--- src/rtl/demux4_tdm.sv ---
// ============================================================================
// demux4_tdm : time-division 1-to-4 demultiplexer, frame-aligned lane capture
// Rev 1.0
// ============================================================================
`default_nettype none

module demux4_tdm #(
  parameter int WIDTH = 8
) (
  input  logic             clk,
  input  logic             rst_n,
  input  logic [WIDTH-1:0] din,
  input  logic             din_valid,
  input  logic             frame_sync,
  output logic [WIDTH-1:0] y0,
  output logic [WIDTH-1:0] y1,
  output logic [WIDTH-1:0] y2,
  output logic [WIDTH-1:0] y3,
  output logic             out_valid,
  output logic [1:0]       sel,
  output logic             locked,
  output logic             frame_err
);

  localparam logic [0:0] S_HUNT   = 1'b0;
  localparam logic [0:0] S_LOCKED = 1'b1;

  logic [0:0]       r_state;
  logic [0:0]       w_state_nxt;
  logic [1:0]       r_sel;
  logic [1:0]       w_sel_nxt;
  logic [WIDTH-1:0] r_sh0, r_sh1, r_sh2;
  logic [WIDTH-1:0] w_sh0_nxt, w_sh1_nxt, w_sh2_nxt;
  logic [WIDTH-1:0] r_y0, r_y1, r_y2, r_y3;
  logic [WIDTH-1:0] w_y0_nxt, w_y1_nxt, w_y2_nxt, w_y3_nxt;
  logic             r_out_valid, w_out_valid_nxt;
  logic             r_frame_err, w_frame_err_nxt;

  // State register
  always_ff @(posedge clk or negedge rst_n) begin
    if (!rst_n) begin
      r_state <= S_HUNT;
    end else begin
      r_state <= w_state_nxt;
    end
  end

  // Next-state logic: once locked, only reset returns to HUNT
  always_comb begin
    w_state_nxt = r_state;
    if (r_state == S_HUNT && din_valid && frame_sync) begin
      w_state_nxt = S_LOCKED;
    end
  end

  // Slot routing: a misaligned sync restarts the frame at slot 0
  always_comb begin
    w_sel_nxt       = r_sel;
    w_sh0_nxt       = r_sh0;
    w_sh1_nxt       = r_sh1;
    w_sh2_nxt       = r_sh2;
    w_y0_nxt        = r_y0;
    w_y1_nxt        = r_y1;
    w_y2_nxt        = r_y2;
    w_y3_nxt        = r_y3;
    w_out_valid_nxt = 1'b0;
    w_frame_err_nxt = 1'b0;
    if (din_valid) begin
      if (r_state == S_HUNT) begin
        if (frame_sync) begin
          w_sh0_nxt = din;
          w_sel_nxt = 2'd1;
        end
      end else if (frame_sync && r_sel != 2'd0) begin
        w_frame_err_nxt = 1'b1;
        w_sh0_nxt       = din;
        w_sel_nxt       = 2'd1;
      end else begin
        w_sel_nxt = r_sel + 2'd1;
        case (r_sel)
          2'd0: w_sh0_nxt = din;
          2'd1: w_sh1_nxt = din;
          2'd2: w_sh2_nxt = din;
          2'd3: begin
            w_y0_nxt        = r_sh0;
            w_y1_nxt        = r_sh1;
            w_y2_nxt        = r_sh2;
            w_y3_nxt        = din;
            w_out_valid_nxt = 1'b1;
          end
          default: w_sel_nxt = 2'd0;
        endcase
      end
    end
  end

  always_ff @(posedge clk or negedge rst_n) begin
    if (!rst_n) begin
      r_sel       <= 2'd0;
      r_sh0       <= '0;
      r_sh1       <= '0;
      r_sh2       <= '0;
      r_y0        <= '0;
      r_y1        <= '0;
      r_y2        <= '0;
      r_y3        <= '0;
      r_out_valid <= 1'b0;
      r_frame_err <= 1'b0;
    end else begin
      r_sel       <= w_sel_nxt;
      r_sh0       <= w_sh0_nxt;
      r_sh1       <= w_sh1_nxt;
      r_sh2       <= w_sh2_nxt;
      r_y0        <= w_y0_nxt;
      r_y1        <= w_y1_nxt;
      r_y2        <= w_y2_nxt;
      r_y3        <= w_y3_nxt;
      r_out_valid <= w_out_valid_nxt;
      r_frame_err <= w_frame_err_nxt;
    end
  end

  assign y0        = r_y0;
  assign y1        = r_y1;
  assign y2        = r_y2;
  assign y3        = r_y3;
  assign out_valid = r_out_valid;
  assign frame_err = r_frame_err;
  assign sel       = r_sel;
  assign locked    = (r_state == S_LOCKED);

endmodule

`default_nettype wire

--- config.mk ---
export PLATFORM = sky130hd
export DESIGN_NAME = demux4_tdm
export DESIGN_NICKNAME = d
export VERILOG_FILES = /design/src/rtl/demux4_tdm.sv
export SDC_FILE = /design/constraint.sdc
export NUM_CORES = 1
export LEC_CHECK = 0
export ABC_AREA = 1
export ABC_CLOCK_PERIOD_IN_PS = 3170
export BUFFER_PORTS_ARGS = -buffer_cell sky130_fd_sc_hd__clkbuf_2
export CAP_MARGIN = 20
export CORE_MARGIN = 2
export CORE_UTILIZATION = 37
export CTS_BUF_LIST = sky130_fd_sc_hd__clkbuf_16
export DETAILED_ROUTE_END_ITERATION = 16
export GPL_TIMING_DRIVEN = 0
export PLACE_DENSITY = 0.55
export SLEW_MARGIN = 0
export SYNTH_ARGS = -nofsm -noshare
export SYNTH_HDL_FRONTEND = slang
export SYNTH_SLANG_ARGS = --single-unit
--- constraint.sdc ---
create_clock -name clk -period 3.17 [get_ports clk]
set_input_delay 0.634 -clock clk [delete_from_list [all_inputs] [get_ports clk]]
set_output_delay 0.634 -clock clk [all_outputs]
set_load 0.05 [all_outputs]
==> results.cfg, run 1 <==
[outcome]
outcome = complete, no violations

[yosys]
yosys.area_share.xor_xnor = 0
ys_ff_latch = 61
synth_nets = 293
syn-instance-count = 277
avgSynthCellArea_um2 = 9.32
netlist_area_um2 = 2580
yosys.area_share.simple = 0.331
muxShareOfSynthArea = 0
synth_cell_types = 18
seq_area_frac_synth = 0.591
synth_adder_area_share = 0.0194
ys_warn_count = 0
synth_top_family_by_area = simple AND/OR/NAND/NOR gates
synth_compound_area_frac = 0.00194

[floorplan]
die_h_um = 87.5
start_util = 0.382
die_w_um = 87.5
ioPinCount = 49
coreArea_um2 = 6760
die_area_um2 = 7660
rows = 30

[route]
num_vias = 2093
drtIter0Drc = 101
drt-vias-per-instance = 4.98
postRouteAntennaNets = 0
firstDrtPassIters = 4
routedWlPerCell_um = 14.3
drc = 0
wl_um = 6020

[timing]
max_slew_margin = 0.438
holdWs_ns = 0.433
worst_pin_slew_ns = 0.843
hold_viol = 0
fin_crit_ns = 1.72
period_share = 0.543
setup-tns-final_ns = 0
clock.fmax_mhz = 581
finalClockSkew_ns = 0.00427
slew_violations = 0
report.final.setup_viol = 0
rsz0062_at_grt = false

[global_route]
antenna_found_initial = 0
first_global_vias = 2004
grt_max_degree = 62
grt_use_met3 = 0.0452
use_met1 = 0.240
busiest_layer = met2
grt-ovfl-total = 0
grt_pass1_wl_um = 10100
met2_usage = 0.258
grt_use_total = 0.176

[cells_and_area]
insertedDiodeCount = 0
nNetsFinal = 352
fillCellCount = 706
syn_to_final_growth_pct = 22.9
stdcell_area_um2 = 3170
drive_above_1_share = 0.241

[worst_setup_path]
crit_type = reg -> out
end_kind = output pin
crit_chain = clkbuf_2
cp_slowest_cell = dfrtp_1
rrSetupSlack_ns = 1.61
critPathRequiredTime_ns = 2.54
critical_path.max_stage_delay_ns = 0.45
crit_family = flip-flops
r2r_cells = 7
rr_startpoint = sel[0]
path_buf_inv = 1
crit_arrival_ns = 1.09
rr_endpoint = r_sh2[2]
crit_fanout = 6
startpoint_type = flip-flop

[power_and_ir_drop]
vdd_drop_max_mv = 0.376
seq_power_share = 0.360
p_switching_mw = 1.59
p_comb_frac = 0.408
p_clk_frac = 0.232
internal_power_mw = 1.92
p_leak_nw = 1.75
power_density_nw_per_um2 = 1100
sw_frac_of_total = 0.453

[run]
maxCapViolCount = 0

[clock_network]
cts_buffer_depth = 2
cts.sink_count = 61
cts_buffers = 9
clk_latency_ns = 0.32
cts.htree.levels = 3
root_buffer = clkbuf_16
cts_tree = yes
ctsHoldBuffers = 0
clkTransAtPathRegs_ns = 0.05
ctsResizeCount = 0
post-cts-setup-buffers = 0

[placed_design]
gp_congestion = 0.774
postPlaceCellArea_um2 = 2930
dp_hpwl_um = 4150
port_buffers = 48

[hold_path]
hp-class = in -> async
==> how the worst max path moves through the flow <==
stage | startpoint | to | slack, ns | cells after the start
after CTS | sel[0] | sel[0] | 1.44 | 1
after floorplan | sel[0] | r_sh0[0] | 1.47 | 7
final | sel[0] | sel[0] | 1.45 | 1
after global routing | sel[0] | sel[0] | 1.39 | 1
after detailed placement | sel[0] | r_sh2[2] | 1.62 | 7
after global placement | rst_n | y0[4] | 1.11 | 1
==> logic make-up (layout without fill, tap and decap cells) <==
logic type                 after synthesis  count (layout)
and+or+nand+nor                        184             184
AOI/OAI and AO/OA                        1               1
buffers and inverters                   27              90
adders and majority gates                4               4
DFF                                     61              61
==> area by class of cell <==
class	instances	area (um2)	area share
multi-input cells	189	911	0.287
flip-flops and latches	61	1530	0.481
inverters	6	25.0	0.00789
clock inverters	6	22.5	0.00710
clock buffers	9	225	0.0710
plain buffers	21	120	0.0379
well taps	80	100	0.0315
repair buffers	48	243	0.0765
==> sequential cells by signal, summed over array words and instances, names as in the netlist <==
register,flops
locked,1
r_sh1,8
out_valid,1
y0,8
y2,8
r_sh0,8
y1,8
sel,2
y3,8
frame_err,1
r_sh2,8
==> Yosys cell counts <==
cell / n / area share
nand2_1: 117 / 0.17
dfrtp_1: 61 / 0.59
nand4_1: 48 / 0.12
buf_2: 14 / 0.027
nand3_1: 13 / 0.025
inv_1: 5 / 0.0073
ha_1: 4 / 0.019
buf_4: 2 / 0.0058
buf_6: 2 / 0.0087
clkbuf_1: 2 / 0.0029
nand2_2: 2 / 0.0048
clkbuf_2: 1 / 0.0019
inv_4: 1 / 0.0024
nand2_4: 1 / 0.0044
nand3_4: 1 / 0.0068
nor2_1: 1 / 0.0015
o21ai_0: 1 / 0.0019
or2_2: 1 / 0.0024
==> routing by layer <==
layer / share of wire / vias to the layer above
li1: - / 1055
met1: 0.49 / 968
met2: 0.45 / 55
met3: 0.037 / 15
met4: 0.023 / 0
met5: 0 / -
==> metrics by stage <==
stage,instances,util,setup WS [ns],total power [mW]
after floorplan,277,-,1.47,2.35
final,420,0.470,1.45,3.51
after global placement,405,0.433,1.11,2.69
after global routing,420,0.470,1.39,3.73
after CTS,420,0.470,1.44,3.55
after detailed placement,405,0.433,1.62,2.72
==> power groups by stage <==
stage	Combinational, mW	Sequential, mW	Clock, mW
after floorplan	0.428	1.93	0
after global placement	1.43	1.27	0
after detailed placement	1.44	1.27	0
after CTS	1.44	1.26	0.838
after global routing	1.56	1.30	0.872
final	1.43	1.26	0.813
==> cell usage in the layout (no fill, tap or decap) <==
| master | instances |
|---|---|
| clkbuf_2 | 48 |
| buf_6 | 2 |
| nand2_2 | 2 |
| clkbuf_1 | 2 |
| clkinv_1 | 5 |
| inv_4 | 1 |
| buf_4 | 2 |
| buf_2 | 14 |
| nand3_4 | 1 |
| inv_1 | 6 |
| nand3_1 | 13 |
| o21ai_0 | 1 |
| nand4_1 | 48 |
| nand2_4 | 1 |
| nor2_1 | 1 |
| dfrtp_1 | 61 |
| nand2_1 | 117 |
| or2_2 | 1 |
| clkbuf_4 | 1 |
| clkbuf_16 | 9 |
| ha_1 | 4 |
Power figures use the tool's default switching activity.
==> run 2, diff against run 1 <==
- ABC_CLOCK_PERIOD_IN_PS: 3170 -> 1530
- PLACE_DENSITY: 0.55 -> 0.57
- clock period: 3.17 -> 1.53 ns (I/O delays scaled with it)
==> results.cfg, run 2 (synthesis gave the netlist of run 1 again) <==
[worst_setup_path]
crit_arrival_ns = 1.12
r2r_cells = 5
crit_chain = buf_4, clkbuf_2
crit_type = reg -> out
critPathLaunch = sel[0]
crit_fanout = 4
rr_startpoint = sel[1]
rr_endpoint = y0[7]
startpoint_type = flip-flop
end_kind = output pin
critical_path.max_stage_delay_ns = 0.42
critPathRequiredTime_ns = 1.22
rrSetupSlack_ns = 0.11
cp_slowest_cell = dfrtp_2

[floorplan]
die_h_um = 87.5
die_area_um2 = 7660
die_w_um = 87.5
start_util = 0.382
coreArea_um2 = 6760
rows = 30
ioPinCount = 49

[global_route]
grt_max_degree = 62
grt_use_total = 0.173
first_global_vias = 2031
grt_pass1_wl_um = 9950
grt-ovfl-total = 0
antenna_found_initial = 0

[route]
num_vias = 2091
wl_um = 6010
postRouteAntennaNets = 0
routedWlPerCell_um = 14.2
drc = 0
drt-vias-per-instance = 4.94
firstDrtPassIters = 4
drtIter0Drc = 118

[placed_design]
postPlaceCellArea_um2 = 2930
place_inst = 405
dp_hpwl_um = 4110
port_buffers = 48
gp_congestion = 0.769

[cells_and_area]
final_util = 0.480
insertedDiodeCount = 0
drive_above_1_share = 0.274
final_cell_mix = nand2_1, dfrtp_1, nand4_1, clkbuf_2, nand3_1
nNetsFinal = 356
syn_to_final_growth_pct = 25.7
instances_no_fill = 423
stdcell_area_um2 = 3250
mostFrequentLayoutCell = nand2_1

[timing]
hold_viol = 0
report.final.setup_viol = 0
slew_violations = 0
finalClockSkew_ns = 0.00498
clock.fmax_mhz = 703
worst_pin_slew_ns = 0.820
period_share = 0.929
fin_crit_ns = 1.42
max_slew_margin = 0.453

[clock_network]
cts.htree.levels = 3
ctsHoldBuffers = 0
cts_buffer_depth = 2
clk_latency_ns = 0.32
cts_tree = yes
root_buffer = clkbuf_16
clkTransAtPathRegs_ns = 0.05
cts.sink_count = 61
cts_buffers = 9

[outcome]
outcome = complete, no violations

[power_and_ir_drop]
vdd_drop_max_mv = 0.654
power.total_mw = 7.34
power_density_nw_per_um2 = 2260
p_leak_nw = 1.79

[hold_path]
hp-class = in -> async

[run]
maxCapViolCount = 0
-- run 2: cell types whose count changed in the layout (fill, tap and decap cells not counted), moves of 2 or more --
cell / change
nand3_2: +2
dfrtp_2: +2
clkbuf_4: +4
buf_2: -7
buf_4: +4
buf_6: +2
clkinv_2: +2
clkinv_1: -3
dfrtp_1: -2
nand3_1: -2
-- run 2: metal layers --
metal  track usage  wire (um)  part of all wire  vias up
met1         0.236       2930              0.49      978
met5             0          0                 0        -
met3        0.0471        294             0.049        9
met2         0.260       2690              0.45       45
li1              -          -                 -     1059
met4        0.0727        105             0.017        0
-- run 2: cell type report --
class                      count  area, um2
buffer                        21        145
timing repair buffer          51        265
tap                           80        100
multi-input combinational    190        935
fill                         690       3510
sequential                    61       1530
inverter                       6       25.0
clock buffer                   9        225
clock inverter                 5       21.3
-- run 2: power by group --
group | leakage (nW) | switching [mW] | internal, mW
registers | 0.766 | 0.344 | 2.27
logic | 0.895 | 2.33 | 0.713
clock network | 0.127 | 0.641 | 1.05
total | 1.79 | 3.31 | 4.03
-- run 2: how the worst max path moves through the flow --
stage / end / depth (start not counted) / slack (ns)
floorplan: r_sh0[0] / 7 / 0.005
global placement: sel[0] / 1 / -0.31
detailed placement: r_sh1[7] / 7 / 0.02
CTS: r_sh1[7] / 7 / 0.002
global route: y1[2] / 8 / -0.002
finish: sel[0] / 2 / 0.11
-- run 2: critical path: cells and delay by family, from the launching register on --
kind     cells  cell delay, ns
buf+inv      2            0.38
flops        1            0.42
-- run 2: what timing repair did --
item,CTS,global route
resized for setup,0,17
setup buffers,0,3
setup endpoints to repair,0,57
-- run 2: per-stage QoR --
stage / setup TNS (ns) / hold WS (ns) / worst slack, ns
2_1_floorplan: 0 / 0.0104 / 0.00506
3_3_place_gp: -11.65 / 0.453 / -0.312
3_5_place_dp: 0 / 0.459 / 0.0156
4_1_cts: 0 / 0.140 / 0.00186
5_1_grt: -0.00234 / 0.196 / -0.00234
6_report: 0 / 0.110 / 0.108
